**src/rtl/mem_stage_pkg.sv**
```systemverilog
// Shared constants for the memory-access stage: opcodes, access sizes and FSM states.
package mem_stage_pkg;

  localparam logic [6:0] LOAD_OPCODE  = 7'b0000011;
  localparam logic [6:0] STORE_OPCODE = 7'b0100011;
  localparam logic [6:0] RTYPE_OPCODE = 7'b0110011;
  localparam logic [6:0] ITYPE_OPCODE = 7'b0010011;
  localparam logic [6:0] LUI_OPCODE   = 7'b0110111;
  localparam logic [6:0] AUIPC_OPCODE = 7'b0010111;
  localparam logic [6:0] JAL_OPCODE   = 7'b1101111;
  localparam logic [6:0] JALR_OPCODE  = 7'b1100111;

  localparam logic [2:0] FUNCT3_B  = 3'b000;
  localparam logic [2:0] FUNCT3_H  = 3'b001;
  localparam logic [2:0] FUNCT3_W  = 3'b010;
  localparam logic [2:0] FUNCT3_BU = 3'b100;
  localparam logic [2:0] FUNCT3_HU = 3'b101;

  typedef enum logic [1:0] {
    IDLE     = 2'd0,
    REQ      = 2'd1,
    WAIT_RSP = 2'd2,
    DONE     = 2'd3
  } mem_state_e;

  // Non-memory opcodes that produce a register result.
  function automatic logic writes_rd(input logic [6:0] op);
    return (op == RTYPE_OPCODE) || (op == ITYPE_OPCODE) ||
           (op == LUI_OPCODE)   || (op == AUIPC_OPCODE) ||
           (op == JAL_OPCODE)   || (op == JALR_OPCODE);
  endfunction

endpackage

```
**src/rtl/mem_stage_if.sv**
```systemverilog
// Data-memory request/response port between the memory stage (master) and the memory (slave).
interface mem_stage_if #(
  parameter int DWIDTH = 32,
  parameter int AWIDTH = 32
);
  logic              req_valid;
  logic              req_ready;
  logic              req_we;
  logic [AWIDTH-1:0] req_addr;
  logic [DWIDTH-1:0] req_wdata;
  logic [3:0]        req_be;
  logic              rsp_valid;
  logic [DWIDTH-1:0] rsp_rdata;

  modport master (
    output req_valid, req_we, req_addr, req_wdata, req_be,
    input  req_ready, rsp_valid, rsp_rdata
  );

  modport slave (
    input  req_valid, req_we, req_addr, req_wdata, req_be,
    output req_ready, rsp_valid, rsp_rdata
  );
endinterface

```
**src/rtl/mem_stage_lane_align.sv**
```systemverilog
// Combinational lane logic: store byte-enable/data steering, load lane extraction with
// sign/zero extension, and misalignment (including illegal size) detection.
module mem_lane_align
  import mem_stage_pkg::*;
#(
  parameter int DWIDTH = 32
) (
  input  logic [1:0]        addr_i,
  input  logic [2:0]        funct3_i,
  input  logic              is_store_i,
  input  logic [DWIDTH-1:0] rs2_i,
  input  logic [DWIDTH-1:0] rdata_i,
  output logic [3:0]        be_o,
  output logic [DWIDTH-1:0] wdata_o,
  output logic [DWIDTH-1:0] ld_data_o,
  output logic              misalign_o
);

  logic [7:0]  byte_v;
  logic [15:0] half_v;

  assign byte_v = rdata_i[{addr_i, 3'b000} +: 8];
  assign half_v = rdata_i[{addr_i[1], 4'b0000} +: 16];

  always_comb begin
    misalign_o = 1'b1;
    ld_data_o  = '0;
    unique case (funct3_i)
      FUNCT3_B: begin
        misalign_o = 1'b0;
        ld_data_o  = {{(DWIDTH-8){byte_v[7]}}, byte_v};
      end
      FUNCT3_BU: begin
        misalign_o = 1'b0;
        ld_data_o  = {{(DWIDTH-8){1'b0}}, byte_v};
      end
      FUNCT3_H: begin
        misalign_o = addr_i[0];
        ld_data_o  = {{(DWIDTH-16){half_v[15]}}, half_v};
      end
      FUNCT3_HU: begin
        misalign_o = addr_i[0];
        ld_data_o  = {{(DWIDTH-16){1'b0}}, half_v};
      end
      FUNCT3_W: begin
        misalign_o = (addr_i != 2'b00);
        ld_data_o  = rdata_i;
      end
      default: begin
        misalign_o = 1'b1;
        ld_data_o  = '0;
      end
    endcase
  end

  // Loads always fetch the full word; only stores need narrowed enables.
  always_comb begin
    be_o    = 4'b1111;
    wdata_o = '0;
    if (is_store_i) begin
      unique case (funct3_i)
        FUNCT3_B: begin
          be_o    = 4'b0001 << addr_i;
          wdata_o = {(DWIDTH/8){rs2_i[7:0]}};
        end
        FUNCT3_H: begin
          be_o    = 4'b0011 << {addr_i[1], 1'b0};
          wdata_o = {(DWIDTH/16){rs2_i[15:0]}};
        end
        FUNCT3_W: begin
          be_o    = 4'b1111;
          wdata_o = rs2_i;
        end
        default: begin
          be_o    = 4'b0000;
          wdata_o = '0;
        end
      endcase
    end
  end

endmodule

```
**src/rtl/mem_stage.sv**
```systemverilog
// Memory-access stage: takes the ALU result from execute, performs loads/stores over the
// data-memory port and hands one result per instruction to writeback.
module mem_stage
  import mem_stage_pkg::*;
#(
  parameter int DWIDTH = 32,
  parameter int AWIDTH = 32
) (
  input  logic              clk,
  input  logic              reset_n,
  input  logic              ex_valid_i,
  output logic              ex_ready_o,
  input  logic [DWIDTH-1:0] ex_res_i,
  input  logic [DWIDTH-1:0] ex_rs2_i,
  input  logic [6:0]        ex_opcode_i,
  input  logic [2:0]        ex_funct3_i,
  input  logic [4:0]        ex_rd_i,
  input  logic [AWIDTH-1:0] ex_pc_i,
  mem_stage_if.master       dmem,
  output logic              wb_valid_o,
  input  logic              wb_ready_i,
  output logic [DWIDTH-1:0] wb_data_o,
  output logic [4:0]        wb_rd_o,
  output logic              wb_we_o,
  output logic [AWIDTH-1:0] wb_pc_o,
  output logic              wb_misalign_o
);

  mem_state_e        state_q, state_d;
  logic [DWIDTH-1:0] res_q, res_d;
  logic [DWIDTH-1:0] rs2_q, rs2_d;
  logic [6:0]        opcode_q, opcode_d;
  logic [2:0]        funct3_q, funct3_d;
  logic [4:0]        rd_q, rd_d;
  logic [AWIDTH-1:0] pc_q, pc_d;
  logic [DWIDTH-1:0] wb_data_q, wb_data_d;
  logic              wb_we_q, wb_we_d;
  logic              misalign_q, misalign_d;

  logic              in_idle, in_req, is_store_q, ex_is_mem;
  logic [1:0]        al_addr;
  logic [2:0]        al_funct3;
  logic [3:0]        al_be;
  logic [DWIDTH-1:0] al_wdata, al_ld_data;
  logic              al_misalign;
  logic [AWIDTH-1:0] addr_full;

  assign in_idle    = (state_q == IDLE);
  assign in_req     = (state_q == REQ);
  assign is_store_q = (opcode_q == STORE_OPCODE);
  assign ex_is_mem  = (ex_opcode_i == LOAD_OPCODE) || (ex_opcode_i == STORE_OPCODE);

  // While idle the checker looks at the incoming instruction so misalignment is known at accept.
  assign al_addr   = in_idle ? ex_res_i[1:0] : res_q[1:0];
  assign al_funct3 = in_idle ? ex_funct3_i   : funct3_q;

  mem_lane_align #(.DWIDTH(DWIDTH)) u_align (
    .addr_i     (al_addr),
    .funct3_i   (al_funct3),
    .is_store_i (is_store_q),
    .rs2_i      (rs2_q),
    .rdata_i    (dmem.rsp_rdata),
    .be_o       (al_be),
    .wdata_o    (al_wdata),
    .ld_data_o  (al_ld_data),
    .misalign_o (al_misalign)
  );

  always_ff @(posedge clk) begin
    if (!reset_n) begin
      state_q    <= IDLE;
      res_q      <= '0;
      rs2_q      <= '0;
      opcode_q   <= '0;
      funct3_q   <= '0;
      rd_q       <= '0;
      pc_q       <= '0;
      wb_data_q  <= '0;
      wb_we_q    <= 1'b0;
      misalign_q <= 1'b0;
    end else begin
      state_q    <= state_d;
      res_q      <= res_d;
      rs2_q      <= rs2_d;
      opcode_q   <= opcode_d;
      funct3_q   <= funct3_d;
      rd_q       <= rd_d;
      pc_q       <= pc_d;
      wb_data_q  <= wb_data_d;
      wb_we_q    <= wb_we_d;
      misalign_q <= misalign_d;
    end
  end

  always_comb begin
    state_d    = state_q;
    res_d      = res_q;
    rs2_d      = rs2_q;
    opcode_d   = opcode_q;
    funct3_d   = funct3_q;
    rd_d       = rd_q;
    pc_d       = pc_q;
    wb_data_d  = wb_data_q;
    wb_we_d    = wb_we_q;
    misalign_d = misalign_q;
    unique case (state_q)
      IDLE: begin
        if (ex_valid_i) begin
          res_d      = ex_res_i;
          rs2_d      = ex_rs2_i;
          opcode_d   = ex_opcode_i;
          funct3_d   = ex_funct3_i;
          rd_d       = ex_rd_i;
          pc_d       = ex_pc_i;
          misalign_d = 1'b0;
          if (!ex_is_mem) begin
            wb_data_d = ex_res_i;
            wb_we_d   = writes_rd(ex_opcode_i) && (ex_rd_i != 5'd0);
            state_d   = DONE;
          end else if (al_misalign) begin
            wb_data_d  = '0;
            wb_we_d    = 1'b0;
            misalign_d = 1'b1;
            state_d    = DONE;
          end else begin
            wb_data_d = '0;
            wb_we_d   = 1'b0;
            state_d   = REQ;
          end
        end
      end
      REQ: begin
        if (dmem.req_ready) begin
          state_d = is_store_q ? DONE : WAIT_RSP;
        end
      end
      WAIT_RSP: begin
        if (dmem.rsp_valid) begin
          wb_data_d = al_ld_data;
          wb_we_d   = (rd_q != 5'd0);
          state_d   = DONE;
        end
      end
      DONE: begin
        if (wb_ready_i) begin
          misalign_d = 1'b0;
          state_d    = IDLE;
        end
      end
      default: state_d = IDLE;
    endcase
  end

  assign addr_full = AWIDTH'(res_q);

  assign ex_ready_o     = in_idle;
  assign dmem.req_valid = in_req;
  assign dmem.req_we    = in_req && is_store_q;
  assign dmem.req_addr  = in_req ? {addr_full[AWIDTH-1:2], 2'b00} : '0;
  assign dmem.req_wdata = in_req ? al_wdata : '0;
  assign dmem.req_be    = in_req ? al_be : 4'b0000;

  assign wb_valid_o    = (state_q == DONE);
  assign wb_data_o     = wb_data_q;
  assign wb_we_o       = wb_we_q;
  assign wb_rd_o       = rd_q;
  assign wb_pc_o       = pc_q;
  assign wb_misalign_o = misalign_q;

endmodule
```
**src/flat_wrapper.sv**
```systemverilog
// flat-port wrapper written by rule: the top's interface ports become plain ports
module mem_stage_flat import mem_stage_pkg::*;
#(
  parameter int DWIDTH = 32,
  parameter int AWIDTH = 32
)
  (clk, reset_n, ex_valid_i, ex_ready_o, ex_res_i, ex_rs2_i, ex_opcode_i, ex_funct3_i, ex_rd_i, ex_pc_i, wb_valid_o, wb_ready_i, wb_data_o, wb_rd_o, wb_we_o, wb_pc_o, wb_misalign_o, dmem_req_valid, dmem_req_we, dmem_req_addr, dmem_req_wdata, dmem_req_be, dmem_req_ready, dmem_rsp_valid, dmem_rsp_rdata);
  mem_stage_if #(.DWIDTH(DWIDTH), .AWIDTH(AWIDTH)) dmem_i ();
  input  logic clk;
  input  logic reset_n;
  input  logic ex_valid_i;
  output logic ex_ready_o;
  input  logic [DWIDTH-1:0] ex_res_i;
  input  logic [DWIDTH-1:0] ex_rs2_i;
  input  logic [6:0] ex_opcode_i;
  input  logic [2:0] ex_funct3_i;
  input  logic [4:0] ex_rd_i;
  input  logic [AWIDTH-1:0] ex_pc_i;
  output logic wb_valid_o;
  input  logic wb_ready_i;
  output logic [DWIDTH-1:0] wb_data_o;
  output logic [4:0] wb_rd_o;
  output logic wb_we_o;
  output logic [AWIDTH-1:0] wb_pc_o;
  output logic wb_misalign_o;
  output wire logic [$bits(dmem_i.req_valid)-1:0] dmem_req_valid;
  output wire logic [$bits(dmem_i.req_we)-1:0] dmem_req_we;
  output wire logic [$bits(dmem_i.req_addr)-1:0] dmem_req_addr;
  output wire logic [$bits(dmem_i.req_wdata)-1:0] dmem_req_wdata;
  output wire logic [$bits(dmem_i.req_be)-1:0] dmem_req_be;
  input wire logic [$bits(dmem_i.req_ready)-1:0] dmem_req_ready;
  input wire logic [$bits(dmem_i.rsp_valid)-1:0] dmem_rsp_valid;
  input wire logic [$bits(dmem_i.rsp_rdata)-1:0] dmem_rsp_rdata;
  assign dmem_req_valid = dmem_i.req_valid;
  assign dmem_req_we = dmem_i.req_we;
  assign dmem_req_addr = dmem_i.req_addr;
  assign dmem_req_wdata = dmem_i.req_wdata;
  assign dmem_req_be = dmem_i.req_be;
  assign dmem_i.req_ready = dmem_req_ready;
  assign dmem_i.rsp_valid = dmem_rsp_valid;
  assign dmem_i.rsp_rdata = dmem_rsp_rdata;
  mem_stage #(.DWIDTH(DWIDTH), .AWIDTH(AWIDTH)) u_core (.clk(clk), .reset_n(reset_n), .ex_valid_i(ex_valid_i), .ex_ready_o(ex_ready_o), .ex_res_i(ex_res_i), .ex_rs2_i(ex_rs2_i), .ex_opcode_i(ex_opcode_i), .ex_funct3_i(ex_funct3_i), .ex_rd_i(ex_rd_i), .ex_pc_i(ex_pc_i), .dmem(dmem_i), .wb_valid_o(wb_valid_o), .wb_ready_i(wb_ready_i), .wb_data_o(wb_data_o), .wb_rd_o(wb_rd_o), .wb_we_o(wb_we_o), .wb_pc_o(wb_pc_o), .wb_misalign_o(wb_misalign_o));
endmodule
```
**config.mk**
```make
export PLATFORM = sky130hd
export DESIGN_NAME = mem_stage_flat
export DESIGN_NICKNAME = d
export VERILOG_FILES = /design/src/rtl/mem_stage_pkg.sv /design/src/rtl/mem_stage_if.sv /design/src/rtl/mem_stage_lane_align.sv /design/src/rtl/mem_stage.sv /design/src/flat_wrapper.sv
export SDC_FILE = /design/constraint.sdc
export NUM_CORES = 1
export LEC_CHECK = 0
export ABC_CLOCK_PERIOD_IN_PS = 3500
export CORE_ASPECT_RATIO = 2
export CORE_MARGIN = 2
export CORE_UTILIZATION = 55
export CTS_CLUSTER_DIAMETER = 30
export DETAILED_ROUTE_END_ITERATION = 10
export DONT_BUFFER_PORTS = 1
export PLACE_DENSITY = 0.71
export SYNTH_ARGS = -nofsm -noshare
export SYNTH_HDL_FRONTEND = slang
export SYNTH_SLANG_ARGS = --single-unit
```
**constraint.sdc**
```tcl
create_clock -name clk -period 3.5 [get_ports clk]
set_clock_uncertainty 0.15 [all_clocks]
set_input_delay 0.175 -clock clk [delete_from_list [all_inputs] [get_ports clk]]
set_output_delay 0.175 -clock clk [all_outputs]
set_load 0.005 [all_outputs]
```
==> parameters.txt, run 1 <==
Parameter                              Value

Status
  Result of the run    completed

Power and ir drop
  Total power density per cell area    742 nW/µm²
  Total power of the final layout    6.82 mW
  Leakage power    3.34 nW
  Max IR drop VDD    0.547 mV

Timing
  Slew at the pin with the worst max-slew slack    1.07 ns
  RSZ-0062 raised after global routing    no
  Slew Viols, Final    0
  Post-route clock period utilization    94.5%
  Worst setup margin    0.194 ns
  Minimum clock period    3.31 ns
  Final TNS setup    0 ns
  Max Freq    0.302 GHz
  Final setup viols    0
  Worst hold margin    0.00976 ns
  Hold Violations, Final    0
  Relative slew margins    28.4%

Clock network
  Clock-pin slew on the worst setup and hold paths    0.07 ns
  Worst-case clock buffer depth    2
  Clock sink count    147
  Clock root buffer master    sky130_fd_sc_hd__clkbuf_16
  Clock tree from TritonCTS    yes
  Postcts setup bufs    0
  Insertion delay of the later-clocked pin in the worst-skew pair    0.42 ns
  Number of CTS-inserted buffers    17
  Maximum level of the CTS H-tree    4

Cells and area
  FF+latch area    2940 µm²
  Multi-input gate area    3850 µm²
  Post-route cell area    9190 µm²
  Final core area utilization    72.8%
  Number of nets in the layout    1171
  Fraction of final layout cells with drive strength greater than 1    7.08%
  Filler Cells Inserted    945
  Final instance count without filler cells    1189
  Area Growth Syn to Fin    28.8%

Logic synthesis
  Synthesized area divided by synthesized cell count    7.75 µm²
  Top cell type's share of synthesized area    41.2%
  Top cells by instance count after synthesis    sky130_fd_sc_hd__nand2_1 (247), sky130_fd_sc_hd__dfxtp_1 (147), sky130_fd_sc_hd__a21oi_1 (142)
  Most used DFF post-synth    sky130_fd_sc_hd__dfxtp_1
  Synth area leaders    sky130_fd_sc_hd__dfxtp_1 (41%), sky130_fd_sc_hd__nand2_1 (13%), sky130_fd_sc_hd__a21oi_1 (10%)
  Number of enable-type register cells in the synthesized netlist    0
  Simple-Gate Fraction of Synth Area    22.7%
  Most instantiated library cell after synthesis    sky130_fd_sc_hd__nand2_1
  Share of flip-flops with an asynchronous set or reset    0%
  Post-synthesis cell type with the largest combined area    sky130_fd_sc_hd__dfxtp_1
  Synth Area in Compound Gates    25.8%
  Flip-flop and latch count after synthesis    147
  Adder-Cell Fraction of Synth Area    0.702%
  Netlist cell types    56
  Number of warnings issued by yosys    0
  Synth Cell Area    7130 µm²
  Xor and xnor area share after synthesis    0%
  Cells after synthesis    920
  Share of synthesized area spent on multiplexers    4.09%
  Portion of the post-synthesis area used by sequential elements    41.2%
  Main combinational cell family by area after synthesis    compound AO/OA/AOI/OAI gates

Die
  Die area    14000 µm²
  DIE HEIGHT    165 µm
  Chip width    84.5 µm
  Placeable core region    12600 µm²
  Effective utilization at floorplan    56.5%
  Number of top-level design ports    292
  Standard-cell rows    58

Placement
  Cell area reported after detailed placement    7190 µm²
  Placer Congestion    0.917
  Worst setup slack after placement    0.437 ns
  DP Wirelength    16900 µm
  Input/output buffers    0
  Placed Instances    1012

Flow run
  Number of max-cap violations    0

Global routing
  First-pass GRT wire length    39200 µm
  GRT Util Overall    35.9%
  Maximum number of pins on one net before global-route repair    107
  Vias in the first global route    7376
  Antenna violations before repair    3
  Gr ovfl total    0

Critical path
  Critical Path Source Type    flop
  Worst setup path category    reg2out
  Critical Path End Type    output pin
  Arrival time at the worst endpoint    2.98 ns
  Crit path required time    3.17 ns
  CP max FO    16

Drt
  Routed wire length    26400 µm
  Number of optimization iterations in the first detailed-route pass    5
  Number of design-rule violations left by the first detailed-router iteration    499
  Number of routed nets with antenna violations    0
  Overall via count from detail_route    7518
  Vias per Instance    6.32
  DRC errors left    0
  Average wire per cell in the routed design    22.2 µm

Hold path
  Worst Hold Class    in2reg
## cell type report
| class | count | share of cell area [%] |
|---|---|---|
| sequential | 147 | 32.0 |
| clock buffer | 20 | 4.97 |
| antenna | 8 | 0.218 |
| tap | 150 | 2.04 |
| timing repair buffer | 155 | 16.7 |
| multi-input combinational | 682 | 41.9 |
| clock inverter | 12 | 1.55 |
| inverter | 15 | 0.640 |
## critical path, stage by stage (launching register included)
cell                        delay [ns]
sky130_fd_sc_hd__dfxtp_1          0.33
sky130_fd_sc_hd__inv_1            0.13
sky130_fd_sc_hd__ha_2             0.35
sky130_fd_sc_hd__buf_4            0.29
sky130_fd_sc_hd__mux2_2           0.47
sky130_fd_sc_hd__nand2_1          0.13
sky130_fd_sc_hd__nand2_1          0.07
sky130_fd_sc_hd__a2111oi_1        0.56
sky130_fd_sc_hd__a21oi_1          0.21
## timing repair
item,4_1_cts,5_1_grt
pin swaps,0,0
gates cloned,0,0
hold buffers,137,0
gates resized for setup,1,1
hold endpoints to repair,145,0
endpoints found under the setup margin,2,11
## placed cells by master, fill, tap and decap left out, types with 3 or more instances in the layout
cell type | netlist | layout
sky130_fd_sc_hd__inv_6 | 0 | 5
sky130_fd_sc_hd__dfxtp_1 | 147 | 147
sky130_fd_sc_hd__a2111oi_1 | 2 | 3
sky130_fd_sc_hd__nor2_1 | 35 | 35
sky130_fd_sc_hd__o22ai_1 | 9 | 9
sky130_fd_sc_hd__nor3_1 | 4 | 4
sky130_fd_sc_hd__a211oi_1 | 40 | 40
sky130_fd_sc_hd__clkbuf_16 | 0 | 17
sky130_fd_sc_hd__nand2_1 | 247 | 246
sky130_fd_sc_hd__nor3b_1 | 3 | 3
sky130_fd_sc_hd__mux2i_1 | 5 | 4
sky130_fd_sc_hd__a221oi_1 | 31 | 31
sky130_fd_sc_hd__nand3_1 | 5 | 5
sky130_fd_sc_hd__a2111oi_0 | 8 | 7
sky130_fd_sc_hd__diode_2 | 0 | 8
sky130_fd_sc_hd__buf_4 | 3 | 16
sky130_fd_sc_hd__inv_1 | 15 | 14
sky130_fd_sc_hd__a22oi_1 | 16 | 16
sky130_fd_sc_hd__and2_1 | 41 | 40
sky130_fd_sc_hd__o21ai_0 | 29 | 29
sky130_fd_sc_hd__clkinv_4 | 0 | 3
sky130_fd_sc_hd__mux4_2 | 5 | 5
sky130_fd_sc_hd__dlygate4sd3_1 | 0 | 137
sky130_fd_sc_hd__mux4_1 | 3 | 3
sky130_fd_sc_hd__or4_1 | 3 | 3
sky130_fd_sc_hd__a21oi_1 | 142 | 142
sky130_fd_sc_hd__mux2i_2 | 2 | 3
sky130_fd_sc_hd__o21a_1 | 3 | 3
sky130_fd_sc_hd__ha_1 | 4 | 3
sky130_fd_sc_hd__and3_1 | 9 | 9
## kinds of logic after synthesis
family / Yosys count
buffers and inverters: 92
AOI/OAI and AO/OA: 294
adders and majority gates: 4
and+or+nand+nor: 365
other: 1
muxes: 17
DFF: 147
## per-layer routing
metal	wire length, µm	share of wire, %	track usage (%)	vias to the layer above
li1	-	-	-	3441
met1	8540	32	35.5	3520
met2	13800	52	64.0	438
met3	2010	7.6	8.20	119
met4	2000	7.6	27.5	0
met5	0	0	0	-
## power by group
group	switching, mW	internal [mW]	leakage (nW)	total (mW)
clock network	0.772	1.10	0.292	1.87
registers	0.314	2.05	1.21	2.36
logic	1.65	0.932	1.84	2.58
total	2.73	4.09	3.34	6.82
## registers in the layout, indices dropped and copies added, names as in the netlist
signal                cells
u_core.wb_data_o         32
u_core.wb_rd_o            5
u_core.opcode_q           7
u_core.addr_full         32
u_core.state_q            2
u_core.rs2_q             32
u_core.wb_we_o            1
u_core.wb_pc_o           32
u_core.funct3_q           3
u_core.wb_misalign_o      1
## worst paths after layout
path / from / to / slack [ns] / cells past startpoint
min reg2reg: u_core.addr_full[22] / u_core.addr_full[22] / 0.30 / 2
max: u_core.state_q[0] / dmem_req_be[0] / 0.19 / 8
min: ex_res_i[4] / u_core.wb_data_o[4] / 0.01 / 2
max reg2reg: u_core.state_q[0] / u_core.wb_data_o[8] / 0.57 / 7
Power figures use the tool's default switching activity.
==> inputs of run 2 (changes only) <==
--- a/config.mk
+++ b/config.mk
@@ -6,13 +6,15 @@
 export NUM_CORES = 1
 export LEC_CHECK = 0
 export ABC_CLOCK_PERIOD_IN_PS = 3500
+export CELL_PAD_IN_SITES_DETAIL_PLACEMENT = 1
+export CELL_PAD_IN_SITES_GLOBAL_PLACEMENT = 1
 export CORE_ASPECT_RATIO = 2
 export CORE_MARGIN = 2
-export CORE_UTILIZATION = 55
+export CORE_UTILIZATION = 44
 export CTS_CLUSTER_DIAMETER = 30
 export DETAILED_ROUTE_END_ITERATION = 10
 export DONT_BUFFER_PORTS = 1
-export PLACE_DENSITY = 0.71
+export PLACE_DENSITY = 0.8
 export SYNTH_ARGS = -nofsm -noshare
 export SYNTH_HDL_FRONTEND = slang
 export SYNTH_SLANG_ARGS = --single-unit
==> run 2 against run 1 <==
Worst hold slack improved by 0.020 ns; critical path depth unchanged; sequential cell count unchanged; core utilization is 13 points lower; critical path type is now reg2reg.
==> parameters.txt, run 2 (synthesis results as in run 1) <==
Parameter                              Value

Status
  Result of the run    completed

Die
  DIE HEIGHT    184 µm (+12%)
  Placeable core region    15900 µm² (+26%)
  Chip width    94.0 µm (+11%)
  Effective utilization at floorplan    45.0% (-12 points)
  Standard-cell rows    65 (+12%)
  Number of top-level design ports    292 (unchanged)
  Die area    17300 µm² (+24%)

Placement
  Input/output buffers    0 (unchanged)
  DP Wirelength    18400 µm (+9.1%)
  Placer Congestion    0.859 (-6.3%)

Global routing
  Antenna violations before repair    5 (+2)
  Gr ovfl total    0 (unchanged)
  GRT Util Overall    34.4% (-1.5 points)
  Maximum number of pins on one net before global-route repair    74 (-31%)
  Vias in the first global route    8307 (+13%)
  First-pass GRT wire length    45700 µm (+17%)

Timing
  Post-route clock period utilization    95.4% (+0.98 points)
  Relative slew margins    39.9% (+12 points)
  Final setup viols    0 (unchanged)
  Hold Violations, Final    0 (unchanged)
  Final TNS setup    0 ns (unchanged)
  Slew at the pin with the worst max-slew slack    0.878 ns (-0.196 ns)
  Max Freq    0.299 GHz (-1.0%)
  Slew Viols, Final    0 (unchanged)
  RSZ-0062 raised after global routing    no
  Minimum clock period    3.34 ns (+0.0343 ns)
  Worst hold margin    0.0295 ns (+0.0198 ns)

Critical path
  Reg-to-Reg End    u_core.wb_data_o[10]
  Crit path buf inv count    2 (unchanged)
  Worst setup path category    reg2reg
  CP max FO    13 (-3)
  Launching element of the worst setup path    u_core.state_q[0]
  Cell-by-cell listing of the critical path    inv_1 > ha_4 > mux2i_2 > mux4_2 > and2_1 > a221oi_1 > dlygate4sd3_1 > o22ai_1
  Number of cells traversed by the worst register-to-register path    8 (+1)
  Crit path max-delay cell type    sky130_fd_sc_hd__dlygate4sd3_1
  Critical path depth in cells    8 (unchanged)
  Maximum single-stage delay on the critical path    0.59 ns (+0.03 ns)
  Crit path required time    3.62 ns (+0.45 ns)
  Arrival time at the worst endpoint    3.46 ns (+0.48 ns)
  Reg-to-reg startpoint    u_core.state_q[0]
  R2R setup slack    0.16 ns (-0.41 ns)
  Critical Path End Type    flop
  Critical Path Source Type    flop
  Crit path max-delay family    multiplexers

Cells and area
  Number of nets in the layout    1180 (+0.77%)
  Commonest non-fill, non-tap cells in the layout    sky130_fd_sc_hd__nand2_1 (246), sky130_fd_sc_hd__dfxtp_1 (147), sky130_fd_sc_hd__dlygate4sd3_1 (144)
  Fraction of final layout cells with drive strength greater than 1    7.31% (+0.23 points)
  Filler Cells Inserted    1869 (+98%)
  Most common library cell in the layout ignoring fill and taps    sky130_fd_sc_hd__nand2_1
  Area Growth Syn to Fin    31.9%

Hold path
  Worst Hold Class    in2reg
  Number of instances on the worst hold path    2 (unchanged)
  Worst hold start    dmem_rsp_rdata[5]
  End of the worst hold path    u_core.wb_data_o[5]

Drt
  DRC errors left    0 (unchanged)
  Vias per Instance    6.29 (-0.48%)
  Overall via count from detail_route    7866 (+4.6%)
  Number of routed nets with antenna violations    0 (unchanged)
  Number of optimization iterations in the first detailed-route pass    5 (unchanged)
  Average wire per cell in the routed design    25.0 µm (+13%)
  Routed wire length    31300 µm (+19%)
  Number of design-rule violations left by the first detailed-router iteration    396 (-21%)

Power and ir drop
  Total power density per cell area    766 nW/µm² (+3.2%)
  Leakage power    3.40 nW (+1.9%)
  Max IR drop VDD    0.393 mV (-28%)

Flow run
  Number of max-cap violations    0 (unchanged)

Clock network
  Clock root buffer master    sky130_fd_sc_hd__clkbuf_16
  Clock sink count    147 (unchanged)
  Insertion delay of the later-clocked pin in the worst-skew pair    0.43 ns (about the same)
  Clock-pin slew on the worst setup and hold paths    0.06 ns (about the same)
  Clock tree from TritonCTS    yes
  Number of CTS-inserted buffers    17 (unchanged)
  Worst-case clock buffer depth    2 (unchanged)
  Maximum level of the CTS H-tree    4 (unchanged)
==> run 2: cell types whose count changed in the layout (fill, tap and decap cells not counted), sizes merged <==
cell         delta
diode           +2
buf             +2
bufinv          +2
clkbuf          +3
dlygate4sd3     +7
clkinvlp        +2
clkinv          -3
inv             -5
==> run 2: worst reg2reg max path, cell delays in order, from the launching register on <==
cell                            delay (ns)
sky130_fd_sc_hd__dfxtp_1              0.33
sky130_fd_sc_hd__inv_1                0.17
sky130_fd_sc_hd__ha_4                 0.31
sky130_fd_sc_hd__mux2i_2              0.49
sky130_fd_sc_hd__mux4_2               0.57
sky130_fd_sc_hd__and2_1               0.26
sky130_fd_sc_hd__a221oi_1             0.25
sky130_fd_sc_hd__dlygate4sd3_1        0.59
sky130_fd_sc_hd__o22ai_1              0.07
==> run 2: metrics by stage <==
step	power, mW	instances	utilization, %	area (µm²)	worst slack (ns)
global placement	4.75	1065	45.9	7270	0.136
CTS	7.04	1238	59.0	9350	0.0817
floorplan	4.12	921	-	7140	0.973
detailed placement	4.83	1065	45.9	7270	0.0762
global route	7.55	1248	59.3	9410	0.00297
finish	7.21	1250	59.3	9410	0.160
==> run 2: power breakdown <==
| group | switching (mW) | leakage [nW] | internal (mW) |
|---|---|---|---|
| clock | 0.736 | 0.308 | 1.28 |
| sequential | 0.326 | 1.21 | 2.05 |
| combinational | 1.81 | 1.89 | 0.999 |
| total | 2.87 | 3.40 | 4.33 |
==> run 2: layout make-up <==
class / instances / area (µm²) / share of cell area, %
tap: 201 / 251 / 2.67
inverter: 15 / 58.8 / 0.625
timing repair buffer: 164 / 1620 / 17.2
antenna: 10 / 25.0 / 0.266
clock buffer: 23 / 498 / 5.29
clock inverter: 8 / 148 / 1.57
sequential: 147 / 2940 / 31.3
multi-input combinational: 682 / 3870 / 41.1
==> run 2: metal layers <==
layer  share of wire (%)  track usage, %
met1                  33            33.0
met2                  52            60.8
met3                 7.9            9.72
met4                 7.3            25.4
met5                   0               0
==> run 2: timing repair <==
| action | in CTS | in global routing |
|---|---|---|
| hold endpoints to repair | 147 | 1 |
| buffers inserted | 0 | 0 |
| setup endpoints to repair | 18 | 17 |
| gates resized for setup | 3 | 3 |
| hold buffers | 142 | 2 |
==> run 2: worst max-delay path by stage <==
| stage | end | slack (ns) |
|---|---|---|
| finish | u_core.wb_data_o[10] | 0.16 |
| global route | u_core.wb_data_o[26] | 0.003 |
| CTS | u_core.wb_data_o[26] | 0.08 |
| detailed placement | dmem_req_be[0] | 0.08 |
| global placement | dmem_req_be[0] | 0.14 |
| floorplan | u_core.wb_data_o[10] | 0.97 |
==> inputs of run 3 (changes only) <==
--- a/config.mk
+++ b/config.mk
@@ -15,6 +15,7 @@
 export DETAILED_ROUTE_END_ITERATION = 10
 export DONT_BUFFER_PORTS = 1
 export PLACE_DENSITY = 0.8
+export REMOVE_ABC_BUFFERS = 1
 export SYNTH_ARGS = -nofsm -noshare
 export SYNTH_HDL_FRONTEND = slang
 export SYNTH_SLANG_ARGS = --single-unit
==> run 3 against run 2 <==
Critical path depth is the same; final cell count decreased by 1.4%; non-clock buffer count shrank 5; combinational power decreased by 2%; die area stayed put; highest routed layer unchanged; register-to-register slack better by 0.12 ns; largest power group unchanged; worst setup slack better by 0.029 ns; core utilization is 0.40 points lower.
==> parameters.txt, run 3 (synthesis results as in run 1) <==
Parameter                              Value

Status
  Result of the run    completed

Critical path
  Critical Path End Type    output pin
  Arrival time at the worst endpoint    2.99 ns (-0.47 ns)
  CP max FO    13 (unchanged)
  R2R setup slack    0.28 ns (+0.12 ns)
  Critical Path Source Type    flop
  Crit path required time    3.17 ns (-0.45 ns)
  Worst setup path category    reg2out

Cells and area
  Final instance count without filler cells    1233 (-1.4%)
  Commonest non-fill, non-tap cells in the layout    sky130_fd_sc_hd__nand2_1 (246), sky130_fd_sc_hd__dfxtp_1 (147), sky130_fd_sc_hd__a21oi_1 (142), sky130_fd_sc_hd__dlygate4sd3_1 (142)
  Post-route cell area    9350 µm² (-0.68%)
  Final core area utilization    58.9% (-0.40 points)
  Number of antenna repair diodes    0 (-10)
  Multi-input gate area    3880 µm² (+0.39%)
  FF+latch area    2940 µm² (unchanged)
  Most common library cell in the layout ignoring fill and taps    sky130_fd_sc_hd__nand2_1
  Number of nets in the layout    1175 (-0.42%)
  Area Growth Syn to Fin    31.0%
  Filler Cells Inserted    1868 (-0.054%)
  Fraction of final layout cells with drive strength greater than 1    6.98% (-0.34 points)

Drt
  DRC errors left    0 (unchanged)
  Number of routed nets with antenna violations    0 (unchanged)
  Average wire per cell in the routed design    25.0 µm (-0.20%)
  Routed wire length    30800 µm (-1.6%)
  Number of design-rule violations left by the first detailed-router iteration    405 (+2.3%)
  Number of optimization iterations in the first detailed-route pass    4 (-1)
  Vias per Instance    6.33 (+0.64%)
  Overall via count from detail_route    7809 (-0.72%)

Die
  Effective utilization at floorplan    45.0% (unchanged)
  Chip width    94.0 µm (unchanged)
  Placeable core region    15900 µm² (unchanged)
  Die area    17300 µm² (unchanged)
  Number of top-level design ports    292 (unchanged)
  DIE HEIGHT    184 µm (unchanged)
  Standard-cell rows    65 (unchanged)

Placement
  Placed Instances    1062 (-0.28%)
  Cell area reported after detailed placement    7270 µm² (about the same)
  DP Wirelength    18200 µm (-1.3%)
  Input/output buffers    0 (unchanged)
  Placer Congestion    0.872 (+1.5%)

Power and ir drop
  Total power of the final layout    7.09 mW (-1.6%)
  Leakage power    3.36 nW (-1.2%)
  Total power density per cell area    759 nW/µm² (-0.91%)
  Max IR drop VDD    0.435 mV (+11%)

Clock network
  Maximum level of the CTS H-tree    4 (unchanged)
  Clock sink count    147 (unchanged)
  Clock tree from TritonCTS    yes
  Number of CTS-inserted buffers    17 (unchanged)
  Insertion delay of the later-clocked pin in the worst-skew pair    0.43 ns (about the same)
  Clock-pin slew on the worst setup and hold paths    0.07 ns (about the same)
  Clock root buffer master    sky130_fd_sc_hd__clkbuf_16
  Postcts setup bufs    0 (unchanged)
  Worst-case clock buffer depth    2 (unchanged)

Hold path
  Worst Hold Class    in2reg

Global routing
  Maximum number of pins on one net before global-route repair    86 (+16%)
  Vias in the first global route    8392 (+1.0%)
  Gr ovfl total    0 (unchanged)
  GRT Util Overall    35.4% (+0.96 points)
  First-pass GRT wire length    46900 µm (+2.7%)
  Antenna violations before repair    0 (-5)

Timing
  Minimum clock period    3.31 ns (-0.0295 ns)
  Max Freq    0.302 GHz (+0.89%)
  Slew Viols, Final    0 (unchanged)
  Worst hold margin    0.00595 ns (-0.0236 ns)
  Hold Violations, Final    0 (unchanged)
  RSZ-0062 raised after global routing    yes
  Slew at the pin with the worst max-slew slack    0.910 ns (+0.0315 ns)
  Post-route clock period utilization    94.6% (-0.84 points)
  Final setup viols    0 (unchanged)
  Relative slew margins    39.1% (-0.78 points)

Flow run
  Number of max-cap violations    0 (unchanged)
run 3: power by group:
group          switching (mW)  internal (mW)
Sequential              0.321           2.05
Combinational            1.79          0.955
Clock                   0.737           1.24
run 3: layer usage:
metal  track usage, %  wire length (µm)  vias to the layer above
met5                0                 0                        -
met4             26.7              2440                        0
met3             11.2              2650                      153
met2             61.9             16000                      448
met1             33.5              9690                     3766
li1                 -                 -                     3442
run 3: critical path: stages (launching register included):
cell and delay (ns):
sky130_fd_sc_hd__dfxtp_1 0.33, sky130_fd_sc_hd__inv_1 0.12, sky130_fd_sc_hd__ha_1 0.38, sky130_fd_sc_hd__buf_4 0.30, sky130_fd_sc_hd__mux2_2 0.51, sky130_fd_sc_hd__nand3_1 0.17
sky130_fd_sc_hd__nand2_1 0.06, sky130_fd_sc_hd__a2111oi_1 0.47, sky130_fd_sc_hd__a21oi_1 0.23
run 3: final cells by class:
class                   instances  area share, %
clock inverters                 9           1.66
multi-input cells             682           41.5
well taps                     201           2.69
repair buffers                159           17.0
inverters                      15          0.629
clock buffers                  20           4.99
flip-flops and latches        147           31.5
run 3: path summary, 6_finish.rpt:
kind	startpoint	end	cells past startpoint
setup / recovery	u_core.state_q[0]	dmem_req_be[1]	8
hold / removal	dmem_rsp_rdata[0]	u_core.wb_data_o[0]	2
setup reg to reg	u_core.state_q[0]	u_core.state_q[1]	9
hold reg to reg	u_core.rs2_q[30]	u_core.rs2_q[30]	2
run 3: through the flow:
step	TNS (ns)	setup slack [ns]
floorplan	-24.44	-0.317
CTS	0	0.0818
detailed placement	0	0.377
global placement	0	0.450
global route	-0.00829	-0.00494
finish	0	0.189
run 3: repair_timing:
action,CTS,global route
endpoints found under the hold margin,147,0
hold buffers,142,0
gates resized for setup,0,7
endpoints found under the setup margin,0,17
